### src/rtl/wb_grf.sv
// Writeback value select/extend plus 32x32 register file with W->D write-through.
// Optional build macro WB_GRF_TRACE_EN prints one trace line per committed write.
module wb_grf #(
  parameter int          NREG      = 32,
  parameter logic [31:0] RESET_VAL = 32'h0
) (
  input  logic        clk,
  input  logic        reset,
  input  logic [31:0] ir_W,
  input  logic [31:0] pc_W,
  input  logic [31:0] ao_W,
  input  logic [31:0] dr_W,
  input  logic [31:0] hilo_W,
  input  logic [31:0] control_W,
  input  logic [4:0]  ra1,
  input  logic [4:0]  ra2,
  output logic [31:0] rd1,
  output logic [31:0] rd2,
  output logic [4:0]  wa_W,
  output logic [31:0] wd_W
);

  typedef enum logic [1:0] {
    WD_AO   = 2'd0,
    WD_LOAD = 2'd1,
    WD_PC8  = 2'd2,
    WD_HILO = 2'd3
  } wd_sel_e;

  typedef enum logic [1:0] {
    DST_RT   = 2'd0,
    DST_RD   = 2'd1,
    DST_RA   = 2'd2,
    DST_NONE = 2'd3
  } dst_sel_e;

  wd_sel_e     wd_sel;
  logic [2:0]  ld_type;
  logic        reg_we;
  dst_sel_e    dst_sel;
  logic [7:0]  ld_byte;
  logic [15:0] ld_half;
  logic [31:0] ld_val;
  logic [31:0] grf_q [NREG];

  logic unused_ok;
  assign unused_ok = ^{control_W[31:8], ir_W[31:21], ir_W[10:0]};

  assign wd_sel  = wd_sel_e'(control_W[1:0]);
  assign ld_type = control_W[4:2];
  assign reg_we  = control_W[5];
  assign dst_sel = dst_sel_e'(control_W[7:6]);

  // Byte lane picked by the low address bits; halfword lane by bit 1 only.
  assign ld_byte = dr_W[8*ao_W[1:0] +: 8];
  assign ld_half = ao_W[1] ? dr_W[31:16] : dr_W[15:0];

  always_comb begin
    case (ld_type)
      3'd1:    ld_val = {{24{ld_byte[7]}}, ld_byte};
      3'd2:    ld_val = {24'h0, ld_byte};
      3'd3:    ld_val = {{16{ld_half[15]}}, ld_half};
      3'd4:    ld_val = {16'h0, ld_half};
      default: ld_val = dr_W;
    endcase
  end

  always_comb begin
    case (wd_sel)
      WD_AO:   wd_W = ao_W;
      WD_LOAD: wd_W = ld_val;
      WD_PC8:  wd_W = pc_W + 32'd8;
      WD_HILO: wd_W = hilo_W;
      default: wd_W = ao_W;
    endcase
  end

  always_comb begin
    wa_W = 5'd0;
    if (reg_we) begin
      case (dst_sel)
        DST_RT:  wa_W = ir_W[20:16];
        DST_RD:  wa_W = ir_W[15:11];
        DST_RA:  wa_W = 5'd31;
        default: wa_W = 5'd0;
      endcase
    end
  end

  // Entry 0 is never written; reads of $0 are forced to zero below.
  always_ff @(posedge clk or negedge reset) begin
    if (!reset) begin
      for (int i = 0; i < NREG; i++) grf_q[i] <= RESET_VAL;
    end else if (wa_W != 5'd0 && int'(wa_W) < NREG) begin
      grf_q[wa_W] <= wd_W;
    end
  end

  // Bypass only while out of reset, since no write can commit during reset.
  always_comb begin
    rd1 = 32'h0;
    if (ra1 != 5'd0) begin
      if (reset && ra1 == wa_W)   rd1 = wd_W;
      else if (int'(ra1) < NREG)  rd1 = grf_q[ra1];
    end
  end

  always_comb begin
    rd2 = 32'h0;
    if (ra2 != 5'd0) begin
      if (reset && ra2 == wa_W)   rd2 = wd_W;
      else if (int'(ra2) < NREG)  rd2 = grf_q[ra2];
    end
  end

`ifdef WB_GRF_TRACE_EN
  always @(posedge clk) begin
    if (reset && wa_W != 5'd0)
      $display("%d@%h: $%d <= %h", $time, pc_W, wa_W, wd_W);
  end
`else
`endif

endmodule

### config.mk
export PLATFORM = sky130hd
export DESIGN_NAME = wb_grf
export DESIGN_NICKNAME = d
export VERILOG_FILES = /design/src/rtl/wb_grf.sv
export SDC_FILE = /design/constraint.sdc
export NUM_CORES = 2
export LEC_CHECK = 0
export CORE_ASPECT_RATIO = 0.7
export CORE_UTILIZATION = 60
export CTS_BUF_LIST = sky130_fd_sc_hd__clkbuf_2 sky130_fd_sc_hd__clkbuf_4 sky130_fd_sc_hd__clkbuf_8
export DETAILED_ROUTE_END_ITERATION = 8
export HOLD_SLACK_MARGIN = 0.1
export PLACE_DENSITY_LB_ADDON = 0.08
export SLEW_MARGIN = 10
export SYNTH_ARGS = -nofsm -noshare
export SYNTH_HDL_FRONTEND = slang
export SYNTH_SLANG_ARGS = --single-unit
### constraint.sdc
create_clock -name clk -period 3.8 [get_ports clk]
set_input_delay 0.76 -clock clk [delete_from_list [all_inputs] [get_ports clk]]
set_output_delay 0.76 -clock clk [all_outputs]
set_load 0.02 [all_outputs]
; ---- After elaboration in Yosys (flattened, before gate mapping)
; Index checks and enable logic that the tools add are counted.
[classes]
n_reduce_logical = 8
n_shift = 1
eq_ne = 11
mux = 18
bitwise_logic = 3
n_addsub = 1
order_cmp = 4
[op_table]
columns = cell, count
row1 = bitwise mux 1024 bit, 1
row2 = binary-select mux 32 bit (select 5 bit), 2
row3 = two-way mux 32 bit, 9
row4 = case mux 32 bit (4 select lines), 2
row5 = demux 32 bit (select 5 bit), 1
row6 = adder 32 x 4 -> 32 bit (second input constant), 1
row7 = variable part select 32 x 6 -> 8 bit, 1
row8 = >= comparator 6 bit (second input constant), 3
row9 = NOT 5 -> 6 bit, 3
row10 = two-way mux 16 bit, 1
row11 = case mux 5 bit (3 select lines), 1
row12 = nonzero test 5 bit, 3
row13 = equality test 5 bit, 2
row14 = equality test 2 bit (second input constant), 3
row15 = equality test 3 x 2 -> 1 bit (second input constant), 2
row16 = < comparator 6 x 1 -> 1 bit (second input constant), 1
row17 = two-way mux 5 bit, 1
row18 = equality test 2 x 1 -> 1 bit (second input constant), 2
row19 = zero test 2 bit, 2
row20 = equality test 3 x 1 -> 1 bit (second input constant), 1
row21 = equality test 3 bit (second input constant), 1
row22 = logical AND 1 bit, 3
[totals]
regBits = 1024
inputBits = 204

; ---- Longest topological paths before layout
[depth]
depth_word = 9
mapped_depth = 11
ltp_nobuf = 7

; ---- Worst setup path after synthesis
; OpenSTA, ideal clock, no wires.
[synth_timing]
path_kind = input to output
start = input control_W[5]
end = output rd2[28]
arrival_ns = 3.088
cell_stages = 8
setup_slack_ns = -0.048
required_ns = 3.040
path_cell_list = buf_2 -> inv_1 -> a211oi_2 -> xor2_1 -> nor4_4 -> buf_6 -> nor2_1 -> a211oi_1
[synth_between]
elab_chain_len = 5
[synth_rtl]
columns = element, line_no
row1 = "start, declared", 14  ; input logic [31:0] control_W,
row2 = two-way mux 5 bit, 80  ; if (reg_we) begin
row3 = named net wa_W[1], 19  ; output logic [4:0] wa_W,
row4 = equality test 5 bit, 111  ; if (reset && ra2 == wa_W) rd2 = wd_W;
row5 = logical AND 1 bit, 111
row6 = two-way mux 32 bit, 111
row7 = two-way mux 32 bit, 110  ; if (ra2 != 5'd0) begin
row8 = "end, declared", 18  ; output logic [31:0] rd2,
; The timed path passes the listed nets, and every way through them passes these cells.

; ---- Worst setup path in the final report
[layout_timing]
start = input control_W[6]
end = output rd1[25]
[layout_between]
elab_chain_len = 7
word_cells_on_any_way = 9
classes_between = eq/ne: 3 / mux: 4 / reduce/logical: 2
[layout_rtl]
columns = element, line_no
row1 = equality test 2 bit (tied with other cells), 81  ; case (dst_sel)
row2 = case mux 5 bit (3 select lines) (*), 81
row3 = two-way mux 5 bit (*), 80
row4 = equality test 5 bit (*), 103  ; if (reset && ra1 == wa_W) rd1 = wd_W;
row5 = logical AND 1 bit (*), 103
row6 = two-way mux 32 bit (*), 103
row7 = two-way mux 32 bit (*), 102  ; if (ra1 != 5'd0) begin
row8 = "end, declared", 17  ; output logic [31:0] rd1,
; Every way passes the cells marked *; elsewhere a longest branch is shown, timed or not.

==> impl_results.md <==
* Run status: complete, but fails checks
* Failing checks: setup timing
* Routed vias at 48300
* Number of buffers added on ports at 258
* Crit path launch type: primary input
* EDFF count, synth at 0
* Largest driver fanout on the critical path at 12
* Maximum vdd drop at 0.000346 V
* GRT Residual Overflow at 0
* Proportion of layout cells with a drive suffix above 1 at 30.0%
* Clock Sinks at 1024
* Final setup violation count at 8
* #FFs+latches synth at 1024
* Syn-to-layout area delta at 23.9%
* CTS tree: yes
* Critical Path RT at 3.04 ns
* Worst Path Buf+Inv at 7
* DRC viols at 0
* Initial antenna violation count at 8
* Main synth FF type: dfrtp_1
* DRT antenna net count at 0
* First-pass GRT wire length at 304000 um
* F_max at 261 MHz
* GPL Wtd Cong at 0.980
* Seq pwr share at 44.7%
* Critical Setup Path Class: in2out
* Worst r2r dst: grf_q[201]$_DFFE_PN0P_
* Htree depth at 4
* Final slew viol count at 0
* Core ar. at 90500 sq um
* Hold/Removal Path Class: reg2reg
* Syn. warnings at 0
* Power per Cell Area at 496 nW/um^2
* Slew @ Worst Pin at 0.924 ns
* Full die area at 93000 sq um
* Initial Util at 60.9%
* Dominant cells by area after synthesis: dfrtp_1, mux4_2, nand2_1
* Post-DP Area at 63700 sq um
* Drt first pass iters at 6
* Clk root buf: clkbuf_8
* Xor and xnor area share after synthesis at 0.493%
* Clk pwr share at 29.1%
* End of the worst hold path: grf_q[1008]$_DFFE_PN0P_
* Post-synth ARST share at 100%
* Maxcap violations at 0
* Delay-heaviest family, CP: buffers and inverters
* Combinational power share at 26.2%
* Leakage at 0.0302 uW
* Dpl ws at -0.917 ns
* HP Start: grf_q[1008]$_DFFE_PN0P_
* # fillers at 6229
* Clock Skew at 0 ns
* Synth Instances at 5247
* Setup ws final at -0.0267 ns
* Die Span Y at 255 um
* DRT Wirelength at 204000 um
* Syn Area/Cell at 10.5 sq um
* DR WL met2 at 84900 um
* Die W at 364 um
* Worst hold slack at 0.395 ns
* Synth Cell Area at 55100 sq um
* Reg-to-reg startpoint: grf_q[201]$_DFFE_PN0P_
* Max FFs per register at 1024
* Worst Hold Depth at 0
* Tot GR Track Use at 44.5%
* Syn Nets at 5452
* Vias in the first global route at 47600
* Internal Power at 22900 uW
* Clk Latency, worst-skew pair at 0.87 ns
* Adder-Cell Fraction of Synth Area at 0.0591%
* DP HPWL at 136000 um
* Compound-Gate Fraction of Synth Area at 15.3%
* CTS clock-pin slew for the worst setup and hold paths at 0.07 ns
* Most flops, register: grf_q
* Reg area at 25600 sq um
* Crit. End Element: output port
* R2R Setup Slk at 3.06 ns
* Multiplexer share of the synthesized area at 21.3%
* RSZ-0062 raised after global routing: true
* Final Cycle Share at 101%
* Net Sw Frac at 32.3%
* Slew HR at 38.4%
* Starting DRC count in detailed routing at 6227
* Final Hold Viols at 0
* WL per Instance at 28.5 um
* Reg2reg path depth at 2
* Vias per cell at 6.74
* Area of the multi-input gates at 27900 sq um
* Cts bufs inserted at 157
* Share of the synthesized area in the top cell type at 46.5%
* Top sig layer: met5
* Seq/Total Area, Yosys at 46.5%
* Metal-1 WL at 77400 um
* Regs by FF count: grf_q (1024)
* Net count, final at 6031
* Crit-path max cell delay at 0.55 ns
* Site Rows at 92
* Met3 WL at 31200 um
* Count leader, synth: nand2_1
* Library cells used by synthesis at 92
* CTS max path bufs at 3
* Critical-path cell list: buf_2 > buf_6 > and2b_2 > buf_4 > a21oi_4 > xnor2_2 > or4_1 > buf_6 > nand2_4 > buf_12 > buf_12 > o22ai_2 > buf_4
* Post-Synth Simple-Gate Area at 11.6%
* Worst EP arrival at 3.07 ns
* Largest family of logic cells by synthesized area: multiplexers
* Largest net degree at the start of global routing at 157
* Top cell type by total area after synthesis: dfrtp_1
* Top Ports at 305
* Design area at 68200 sq um
* Final min period at 3.83 ns
* Slowest cell on the critical path: or4_1
* Switching power at 10900 uW
* Post-synth top cells: nand2_1, dfrtp_1, o21ai_0, mux4_2, clkbuf_1
## timing repair
action / 4_1_cts / 5_1_grt
endpoints found under the setup margin: 96 / 83
hold buffers: 1 / 0
cloned: 4 / 1
gates resized for setup: 494 / 144
setup buffers: 46 / 7
hold endpoints to repair: 33 / 0
pin swaps: 64 / 37
## routing by layer
layer | vias up | track usage (%)
met4 | 10 | 20.2
met5 | - | 0
met1 | 23800 | 63.0
met2 | 3410 | 60.9
met3 | 689 | 17.3
li1 | 20400 | -
## area by class of cell
| class | count | area share (%) |
|---|---|---|
| multi-input cells | 3623 | 41.0 |
| flip-flops and latches | 1024 | 37.6 |
| repair buffers | 969 | 14.1 |
| clock buffers | 240 | 4.50 |
| well taps | 1222 | 2.24 |
| clock inverters | 34 | 0.376 |
| inverters | 51 | 0.286 |
| diodes | 3 | 0.0110 |
## worst max path at each step
stage / start / endpoint / slack [ns] / cells after the start
after floorplan: control_W[5] / rd1[9] / 0.11 / 8
after global placement: control_W[7] / rd1[12] / -0.89 / 11
after detailed placement: control_W[4] / rd2[7] / -0.92 / 13
after CTS: control_W[4] / wd_W[13] / -0.03 / 12
after global routing: control_W[6] / rd1[25] / -0.06 / 13
final: control_W[6] / rd1[25] / -0.03 / 13
## cells by family after synthesis
family                     after synthesis
DFF                                   1024
and+or+nand+nor                       1512
buffers and inverters                  600
AOI/OAI and AO/OA                     1493
xor gates and xnor gates                31
adders and majority gates                3
muxes                                  584
## cells in the final DEF (no fill, tap or decap), types with 74 or more instances in the layout
cell type	n
dfrtp_1	1024
o21ai_0	764
clkbuf_8	202
o22ai_1	214
buf_12	144
o21ai_1	260
mux2i_1	103
nand2_1	1084
buf_4	556
nor3_1	74
mux4_2	467
nor2_1	99
clkdlybuf4s50_1	104
## power groups by stage
stage / Combinational [uW] / Sequential, uW / Clock (uW)
2_1_floorplan: 5520 / 14600 / 0
3_3_place_gp: 8280 / 15000 / 0
3_5_place_dp: 8570 / 15200 / 0
4_1_cts: 8660 / 15100 / 9860
5_1_grt: 9530 / 15400 / 10400
6_report: 8840 / 15100 / 9840
## per-stage QoR
stage / power, uW / setup TNS (ns) / cells / utilization [%]
after CTS: 33600 / -0.0277 / 7160 / 75.2
after global routing: 35300 / -0.487 / 7164 / 75.4
after floorplan: 20100 / 0 / 5247 / -
after global placement: 23300 / -64.37 / 6838 / 70.4
after detailed placement: 23800 / -65.92 / 6838 / 70.4
final: 33800 / -0.124 / 7166 / 75.4
Note: power is estimated with default switching activity, not from simulation.
